<file path="config.mk">
export PLATFORM = sky130hd
export DESIGN_NAME = cache_controller
export DESIGN_NICKNAME = d
export VERILOG_FILES = /design/src/rtl/cache_pkg.sv /design/src/rtl/cache_line_store.sv /design/src/rtl/cache_controller.sv
export SDC_FILE = /design/constraint.sdc
export NUM_CORES = 1
export LEC_CHECK = 0
export ABC_AREA = 1
export CAP_MARGIN = 20
export CELL_PAD_IN_SITES_DETAIL_PLACEMENT = 1
export CELL_PAD_IN_SITES_GLOBAL_PLACEMENT = 1
export CORE_MARGIN = 5
export CORE_UTILIZATION = 37
export CTS_CLUSTER_DIAMETER = 30
export DETAILED_ROUTE_END_ITERATION = 10
export PLACE_DENSITY_LB_ADDON = 0.1
export SLEW_MARGIN = 5
export SYNTH_ARGS = -nofsm -noshare
export SYNTH_HDL_FRONTEND = slang
export SYNTH_HIERARCHICAL = 1
export SYNTH_SLANG_ARGS = --single-unit
</file>
<file path="constraint.sdc">
create_clock -name clk -period 3 [get_ports clk]
set_clock_uncertainty 0.05 [all_clocks]
set_input_delay 0.3 -clock clk [delete_from_list [all_inputs] [get_ports clk]]
set_output_delay 0.3 -clock clk [all_outputs]
set_load 0.01 [all_outputs]
</file>
<file path="src/rtl/cache_pkg.sv">
// Shared types and constants for the direct-mapped write-through cache controller.
package cache_pkg;

   localparam int unsigned CNT_W          = 16;
   localparam int unsigned DEF_WIDTH      = 32;
   localparam int unsigned DEF_DEPTH      = 4;
   localparam int unsigned DEF_INDEX_BITS = 2;
   localparam int unsigned TAG_BITS       = DEF_DEPTH - DEF_INDEX_BITS;
   localparam int unsigned LINES          = 2 ** DEF_INDEX_BITS;

   typedef enum logic [1:0] {
      IDLE,
      MEM_READ,
      MEM_WRITE
   } state_e;

   function automatic logic [CNT_W-1:0] sat_inc(input logic [CNT_W-1:0] v);
      return (v == {CNT_W{1'b1}}) ? v : v + 1'b1;
   endfunction

endpackage

</file>
<file path="src/rtl/cache_line_store.sv">
// Valid/tag/data arrays for one-word cache lines: async read by index, single sync write port.
module cache_line_store
   import cache_pkg::*;
#(
   parameter int unsigned WIDTH      = DEF_WIDTH,
   parameter int unsigned INDEX_BITS = DEF_INDEX_BITS,
   parameter int unsigned TAG_W      = TAG_BITS
) (
   input  logic                  clk_i,
   input  logic                  reset_i,
   input  logic [INDEX_BITS-1:0] rd_index_i,
   output logic                  rd_valid_o,
   output logic [TAG_W-1:0]      rd_tag_o,
   output logic [WIDTH-1:0]      rd_data_o,
   input  logic                  wr_en_i,
   input  logic [INDEX_BITS-1:0] wr_index_i,
   input  logic [TAG_W-1:0]      wr_tag_i,
   input  logic [WIDTH-1:0]      wr_data_i
);

   localparam int unsigned Lines = 2 ** INDEX_BITS;

   logic [Lines-1:0] valid_q;
   logic [TAG_W-1:0] tag_q  [Lines];
   logic [WIDTH-1:0] data_q [Lines];

   // Only the valid bits need clearing; stale tag/data are masked by valid.
   always_ff @(posedge clk_i or posedge reset_i) begin
      if (reset_i) begin
         valid_q <= '0;
      end else if (wr_en_i) begin
         valid_q[wr_index_i] <= 1'b1;
      end
   end

   always_ff @(posedge clk_i) begin
      if (wr_en_i) begin
         tag_q[wr_index_i]  <= wr_tag_i;
         data_q[wr_index_i] <= wr_data_i;
      end
   end

   assign rd_valid_o = valid_q[rd_index_i];
   assign rd_tag_o   = tag_q[rd_index_i];
   assign rd_data_o  = data_q[rd_index_i];

endmodule

</file>
<file path="src/rtl/cache_controller.sv">
// Direct-mapped, write-through, no-write-allocate cache in front of a Ram.
// Optional hit/miss statistics counters enabled by defining CACHE_STATS_EN.
module cache_controller
   import cache_pkg::*;
#(
   parameter int unsigned WIDTH      = DEF_WIDTH,
   parameter int unsigned DEPTH      = DEF_DEPTH,
   parameter int unsigned INDEX_BITS = DEF_INDEX_BITS
) (
   input  logic             clk,
   input  logic             reset,
   input  logic             cpu_req,
   input  logic             cpu_we,
   input  logic [DEPTH-1:0] cpu_addr,
   input  logic [WIDTH-1:0] cpu_wdata,
   output logic             cpu_ready,
   output logic             cpu_done,
   output logic [WIDTH-1:0] cpu_rdata,
   output logic             cpu_hit,
   output logic [DEPTH-1:0] mem_adress,
   output logic [WIDTH-1:0] mem_data_in,
   output logic             mem_write_enable,
   output logic             mem_read_enable,
   input  logic [WIDTH-1:0] mem_data_out,
   input  logic             mem_valid_out,
   output logic [CNT_W-1:0] hit_count,
   output logic [CNT_W-1:0] miss_count
);

   localparam int unsigned TagW = DEPTH - INDEX_BITS;

   state_e           state_q, state_d;
   logic [DEPTH-1:0] addr_q, addr_d;
   logic [WIDTH-1:0] wdata_q, wdata_d;
   logic [WIDTH-1:0] rdata_q, rdata_d;
   logic             store_hit_q, store_hit_d;
   logic             done_q, done_d;
   logic             hit_q, hit_d;

   logic             rd_valid;
   logic [TagW-1:0]  rd_tag;
   logic [WIDTH-1:0] rd_data;
   logic             lookup_hit;
   logic             wr_en;
   logic [WIDTH-1:0] wr_data;

   cache_line_store #(
      .WIDTH      (WIDTH),
      .INDEX_BITS (INDEX_BITS),
      .TAG_W      (TagW)
   ) u_store (
      .clk_i      (clk),
      .reset_i    (reset),
      .rd_index_i (cpu_addr[INDEX_BITS-1:0]),
      .rd_valid_o (rd_valid),
      .rd_tag_o   (rd_tag),
      .rd_data_o  (rd_data),
      .wr_en_i    (wr_en),
      .wr_index_i (addr_q[INDEX_BITS-1:0]),
      .wr_tag_i   (addr_q[DEPTH-1:INDEX_BITS]),
      .wr_data_i  (wr_data)
   );

   assign lookup_hit = rd_valid && (rd_tag == cpu_addr[DEPTH-1:INDEX_BITS]);

   always_comb begin
      state_d     = state_q;
      addr_d      = addr_q;
      wdata_d     = wdata_q;
      rdata_d     = rdata_q;
      store_hit_d = store_hit_q;
      done_d      = 1'b0;
      hit_d       = 1'b0;
      wr_en       = 1'b0;
      wr_data     = wdata_q;
      case (state_q)
         IDLE: begin
            if (cpu_req) begin
               addr_d      = cpu_addr;
               wdata_d     = cpu_wdata;
               store_hit_d = lookup_hit;
               if (cpu_we) begin
                  state_d = MEM_WRITE;
               end else if (lookup_hit) begin
                  done_d  = 1'b1;
                  hit_d   = 1'b1;
                  rdata_d = rd_data;
               end else begin
                  state_d = MEM_READ;
               end
            end
         end
         MEM_READ: begin
            if (mem_valid_out) begin
               wr_en   = 1'b1;
               wr_data = mem_data_out;
               rdata_d = mem_data_out;
               done_d  = 1'b1;
               state_d = IDLE;
            end
         end
         MEM_WRITE: begin
            // Write-through always; the line is refreshed only if it already held this address.
            wr_en   = store_hit_q;
            done_d  = 1'b1;
            hit_d   = store_hit_q;
            state_d = IDLE;
         end
         default: state_d = IDLE;
      endcase
   end

   always_ff @(posedge clk or posedge reset) begin
      if (reset) begin
         state_q     <= IDLE;
         addr_q      <= '0;
         wdata_q     <= '0;
         rdata_q     <= '0;
         store_hit_q <= 1'b0;
         done_q      <= 1'b0;
         hit_q       <= 1'b0;
      end else begin
         state_q     <= state_d;
         addr_q      <= addr_d;
         wdata_q     <= wdata_d;
         rdata_q     <= rdata_d;
         store_hit_q <= store_hit_d;
         done_q      <= done_d;
         hit_q       <= hit_d;
      end
   end

   assign cpu_ready        = (state_q == IDLE);
   assign cpu_done         = done_q;
   assign cpu_hit          = hit_q;
   assign cpu_rdata        = rdata_q;
   assign mem_adress       = addr_q;
   assign mem_data_in      = wdata_q;
   assign mem_read_enable  = (state_q == MEM_READ);
   assign mem_write_enable = (state_q == MEM_WRITE);

`ifdef CACHE_STATS_EN
   logic [CNT_W-1:0] hit_cnt_q, miss_cnt_q;

   always_ff @(posedge clk or posedge reset) begin
      if (reset) begin
         hit_cnt_q  <= '0;
         miss_cnt_q <= '0;
      end else if (done_d) begin
         if (hit_d) begin
            hit_cnt_q <= sat_inc(hit_cnt_q);
         end else begin
            miss_cnt_q <= sat_inc(miss_cnt_q);
         end
      end
   end

   assign hit_count  = hit_cnt_q;
   assign miss_count = miss_cnt_q;
`else
   assign hit_count  = '0;
   assign miss_count = '0;
`endif

endmodule

</file>
==> results_dict.tcl, run 1 <==
set metrics [dict create \
    final.setup.tns_ns 0 \
    syn-cell-area_mm2 0.009923 \
    insertion_delay_ns 0.55 \
    grt_use_met2 0.3191 \
    grt.total_usage 0.1804 \
    antenna_cells 0 \
    endpoint_kind "flop" \
    hold_violations 0 \
    rr_worst_depth 9 \
    worst-slew-pin-transition_ns 1.131 \
    grt_antenna_before_repair 0 \
    cts_buffers 55 \
    synthToLayoutAreaGrowth_pct 35.66 \
    finalSetupViolCount 0 \
    top_usage_layer "met2" \
    die_h_um 173.8 \
    powerDensity_mw_per_mm2 1039 \
    r2r-end "cpu_rdata[7]$_DFFE_PP0P_" \
    dp_hpwl_um 16170 \
    rrSetupSlack_ns 0.31 \
    synth_warnings 6 \
    cts_max_level 2 \
    slowest_stage "nor2_4" \
    status "finished clean" \
    drt_iter0_drc 372 \
    grt_max_degree 64 \
    synth-seq-area-share 0.6057 \
    final_cell_mix "nand2_1, inv_1, clkdlybuf4s50_1, edfxtp_1, nand3_1" \
    dp_slack_ns 0.1659 \
    start_kind "flop" \
    drive_above_1_share 0.1284 \
    finalNetCount 1284 \
    synthTopCellsByArea "edfxtp_1, dfrtp_1, nand2_1, inv_1, nand3_1" \
    core-area_mm2 0.02665 \
    ys_ff_latch 213 \
    min_path_type "in2reg" \
    clk_pin_slew_ns 0.04 \
    met3_usage 0.04166 \
    synth_top_area_share 0.4115 \
    synth.avg_cell_area_um2 9.588 \
    drc 0 \
    drt-total-wl_um 27970 \
    post_drt_wl_per_cell_um 17.54 \
    cpMostUsedCell "nand2_1" \
    grt_pass1_vias 8288 \
    die_area_mm2 0.03019 \
    fin_crit_ns 2.693 \
    final_common_cell "nand2_1" \
    p_leak_nw 6.255 \
    fmax_mhz 371.4 \
    maxSlewViolCount 0 \
    rsz0062_at_grt "false" \
    p_total_mw 13.98 \
    io_pins 178 \
    start_util 0.3723 \
    finalCritPeriodShare 0.8976 \
    grt-ovfl-total 0 \
    cts_buffer_depth 3 \
    worstPathCellList "inv_1, ha_1, inv_2, or2_1, nand2_1, nor2_4, nand2_4, nand2_1, nand2_1" \
    yosysUniqueCellTypes 24 \
    worst-path-max-fanout 32 \
    met1_usage 0.2206 \
    synth_cells 1035 \
    r2r-start "state_q[0]$_DFFE_PP0P_" \
    crit_path_start "state_q[0]$_DFFE_PP0P_" \
    grt_pass1_wl_um 43830 \
    critPathBufInv 2 \
    relSlewSlack 0.2452 \
    die_w_um 173.8 \
    crit_required_ns 3.37 \
    worst_slack_ns 0.3072 \
    worstPathArrival_ns 3.06 \
    hold_depth 2 \
    critPathMaxStageDelay_ns 0.64 \
    irDropWorstVdd_mv 0.4715 \
    via_count 7534 \
    viasPerCell 4.724 \
    min_from "cpu_addr[1]" \
    gp_congestion 0.7202 \
    critPathKind "reg2reg" \
    cts_root_buf "clkbuf_16" \
    drt_pass1_iterations 4 \
    cts_tree "done" \
    clock-sinks 213 \
    maxCapViolations 0 \
    rows 60 \
    hold_path_end "mem_adress[1]$_DFFE_PP0P_" \
    ant_nets 0 \
    yosysTopAreaCell "edfxtp_1" \
    io_buffer_count 145 \
    critPathTopFamily "simple AND/OR/NAND/NOR gates" \
]
==> cell families after synthesis <==
logic type / count (synthesis) / synth area share
muxes: 36 / 0.04085
other: 1 / 0.0003779
and+or+nand+nor: 441 / 0.1822
DFF: 213 / 0.6057
adders and majority gates: 4 / 0.005044
buffers and inverters: 266 / 0.1280
AOI/OAI and AO/OA: 74 / 0.03783
==> worst register-to-register path: cells and delay by family (launching register included) <==
| kind | cells | cell delay (ns) |
|---|---|---|
| fa+ha+maj | 1 | 0.30 |
| flops | 1 | 0.39 |
| buf+inv | 2 | 0.17 |
| simple gates | 6 | 1.66 |
==> layer usage <==
layer	vias up	part of all wire
met5	-	0
met4	0	0.019
met3	47	0.052
met2	181	0.50
met1	3735	0.43
li1	3571	-
==> cells in the mapped netlist, drive strengths merged <==
master    n
a21boi    2
conb      1
nand4     1
mux2     36
clkbuf    8
inv     186
o21ai    39
nand2   294
nor2     39
edfxtp  136
nand3   106
or2       1
ha        4
dfrtp    77
a21oi    33
buf      72
==> flip-flops by register name, indices dropped and copies added (netlist names) <==
name and flops:
u_store/data_q 128, cpu_rdata 32, mem_data_in 32, u_store/tag_q 8
mem_adress 4, u_store/valid_q 4, state_q 2, cpu_done 1
cpu_hit 1, store_hit_q 1
==> final cells by class <==
type | instances | area (µm²)
Clock buffer | 71 | 1488
Tap cell | 341 | 426.7
Sequential cell | 213 | 6011
Timing Repair Buffer | 163 | 1654
Fill cell | 2935 | 13190
Inverter | 186 | 704.4
Clock inverter | 33 | 372.9
Multi-Input combinational cell | 588 | 2805
==> through the flow <==
step | cell area (µm²) | std cells | util | hold slack (ns)
5_1_grt | 13460 | 1595 | 0.5051 | 0.02748
3_5_place_dp | 11580 | 1489 | 0.4347 | 0.4019
3_3_place_gp | 11580 | 1489 | 0.4347 | 0.3909
4_1_cts | 13460 | 1594 | 0.5049 | 0.01086
2_1_floorplan | 10040 | 1066 | - | 0.01608
6_report | 13460 | 1595 | 0.5051 | 0.04036
==> what timing repair did <==
action | in CTS | in global routing
hold buffers | 1 | 0
endpoints found under the hold margin | 4 | 0
setup endpoints to repair | 0 | 7
gates resized for setup | 0 | 0
buffers inserted | 0 | 0
==> worst max-delay path by stage <==
stage	endpoint	cells after the start
2_1_floorplan	u_store/data_q[2][0]$_DFFE_PP_	6
3_3_place_gp	cpu_rdata[15]$_DFFE_PP0P_	8
3_5_place_dp	cpu_rdata[15]$_DFFE_PP0P_	7
4_1_cts	cpu_rdata[7]$_DFFE_PP0P_	9
5_1_grt	cpu_rdata[21]$_DFFE_PP0P_	9
6_report	cpu_rdata[7]$_DFFE_PP0P_	9
==> report_power, final <==
| group | internal [mW] | switching (mW) |
|---|---|---|
| Sequential | 4.08 | 0.387 |
| Clock | 4.07 | 1.75 |
| Combinational | 1.60 | 2.10 |
| Total | 9.75 | 4.24 |
No activity file was read; power rests on OpenSTA's default activity.
==> run 2: changes to the inputs <==
--- a/config.mk
+++ b/config.mk
@@ -6,7 +6,6 @@
 export NUM_CORES = 1
 export LEC_CHECK = 0
 export ABC_AREA = 1
-export CAP_MARGIN = 20
 export CELL_PAD_IN_SITES_DETAIL_PLACEMENT = 1
 export CELL_PAD_IN_SITES_GLOBAL_PLACEMENT = 1
 export CORE_MARGIN = 5
@@ -14,6 +13,7 @@
 export CTS_CLUSTER_DIAMETER = 30
 export DETAILED_ROUTE_END_ITERATION = 10
 export PLACE_DENSITY_LB_ADDON = 0.1
+export SKIP_LAST_GASP = 1
 export SLEW_MARGIN = 5
 export SYNTH_ARGS = -nofsm -noshare
 export SYNTH_HDL_FRONTEND = slang
==> constraint.sdc (replaced) <==
create_clock -name clk -period 3 [get_ports clk]
set_clock_uncertainty 0.05 [all_clocks]
set_input_delay 0.6 -clock clk [delete_from_list [all_inputs] [get_ports clk]]
set_output_delay 0.6 -clock clk [all_outputs]
set_load 0.01 [all_outputs]
==> results_dict.tcl, run 2 (same netlist as run 1, synthesis figures left out) <==
set metrics [dict create \
    fin_crit_ns 2.667 \
    gp_congestion 0.7261 \
    maxCapViolations 0 \
    critPathMaxStageDelay_ns 0.60 \
    pwr-share-comb 0.257 \
    final_area_mm2 0.01356 \
    start_util 0.3723 \
    largest_register_ffs 128 \
    fin_hold_ws_ns 0.2543 \
    antenna_cells 0 \
    worstPathCellList "inv_1, ha_1, clkdlybuf4s50_1" \
    core-area_mm2 0.02665 \
    io_pins 178 \
    fmax_mhz 375.0 \
    power_frac_seq 0.317 \
    ant_nets 0 \
    cts_buffers 57 \
    rsz0062_at_grt "false" \
    sw_frac_of_total 0.2977 \
    drive_above_1_share 0.1347 \
    endpoint_kind "output pin" \
    grt_pass1_vias 8263 \
    status "finished clean" \
    p_int_mw 9.902 \
    final_common_cell "nand2_1" \
    maxSlewViolCount 0 \
    r2r-start "state_q[1]$_DFFE_PP0P_" \
    fillers 2966 \
    powerDensity_mw_per_mm2 1040 \
    dp_hpwl_um 16820 \
    final_cell_mix "nand2_1, inv_1, clkdlybuf4s50_1, edfxtp_1, nand3_1" \
    io_buffer_count 145 \
    min_path_type "in2async" \
    worst-slew-pin-transition_ns 0.7739 \
    crit_path_start "state_q[0]$_DFFE_PP0P_" \
    cts_tree "done" \
    grt_pass1_wl_um 42830 \
    synthToLayoutAreaGrowth_pct 36.65 \
    p_sw_mw 4.197 \
    grt-ovfl-total 0 \
    slowest_stage "clkdlybuf4s50_1" \
    hold_violations 0 \
    critPathKind "reg2out" \
    start_kind "flop" \
    place_area_mm2 0.01162 \
    relSlewSlack 0.4841 \
    crit_required_ns 2.35 \
    pwr-share-clk 0.426 \
    post_drt_wl_per_cell_um 16.34 \
    worst-path-max-fanout 7 \
    grt.total_usage 0.1737 \
    clock-sinks 213 \
    drt_pass1_iterations 4 \
    post_cts_buffers 0 \
    ctsResizeCount 0 \
    finalCritPeriodShare 0.8890 \
    worstPathArrival_ns 2.02 \
    insertion_delay_ns 0.55 \
    drt-total-wl_um 26200 \
    grt_antenna_before_repair 0 \
    hold_buffers 0 \
    irDropWorstVdd_mv 0.8024 \
    cts_root_buf "clkbuf_16" \
    die_area_mm2 0.03019 \
    rows 60 \
    cts_max_level 2 \
    p_leak_nw 6.290 \
    finalSetupViolCount 0 \
    clk_pin_slew_ns 0.04 \
    final.setup.tns_ns 0 \
    drc 0 \
    p_total_mw 14.10 \
    die_h_um 173.8 \
    die_w_um 173.8 \
    viasPerCell 4.639 \
    finalNetCount 1291 \
    cts_buffer_depth 3 \
    grt_max_degree 67 \
    drt_iter0_drc 314 \
    regMostFlops "u_store/data_q" \
    via_count 7436 \
]
==> run 2: power by group through the flow <==
stage / sequential, mW / combinational, mW / clock, mW
floorplan: 4.65 / 1.75 / 0
global placement: 4.53 / 3.62 / 0
detailed placement: 4.52 / 3.68 / 0
CTS: 4.49 / 3.71 / 6.10
global route: 4.56 / 4.00 / 6.29
finish: 4.47 / 3.62 / 6.00
==> run 2: worst paths after layout <==
check | end | slack (ns) | cells after the start
setup reg to reg | cpu_rdata[16]$_DFFE_PP0P_ | 0.57 | 8
max in group asynchronous | cpu_rdata[13]$_DFFE_PP0P_ | 2.01 | 3
hold reg to reg | u_store/valid_q[1]$_DFFE_PP0P_ | 0.41 | 2
setup / recovery | cpu_ready | 0.33 | 3
hold / removal | u_store/valid_q[3]$_DFFE_PP0P_ | 0.25 | 2
min in group clk | u_store/valid_q[1]$_DFFE_PP0P_ | 0.41 | 2
==> run 2: per-layer routing <==
metal  vias to the layer above  GRT usage  routed length (µm)
met5                         -          0                   0
met4                         0    0.05081                 496
met3                        39    0.03490                1137
met2                       165     0.3067               13060
met1                      3645     0.2162               11510
li1                       3587          -                   -
==> run 2: worst max-delay path, delay by kind of cell (launching register included) <==
kind | cells | cell delay (ns)
buffers and inverters | 2 | 0.70
DFF | 1 | 0.42
adders and majority gates | 1 | 0.34
==> run 2: per-stage QoR <==
step	std cells	setup slack [ns]	util
4_1_cts	1603	0.2918	0.5088
3_5_place_dp	1496	0.4100	0.4362
6_report	1603	0.3330	0.5088
2_1_floorplan	1066	-0.1896	-
5_1_grt	1603	0.2465	0.5088
3_3_place_gp	1496	0.4180	0.4362
==> run 2: final cells by class <==
cell class / instances / area [µm²] / share of cell area
Clock buffer: 71 / 1540 / 0.1136
Tap cell: 341 / 426.7 / 0.03146
Sequential cell: 213 / 6011 / 0.4433
Multi-Input combinational cell: 587 / 2799 / 0.2064
Clock inverter: 36 / 395.4 / 0.02916
Inverter: 186 / 704.4 / 0.05195
Timing Repair Buffer: 169 / 1684 / 0.1242
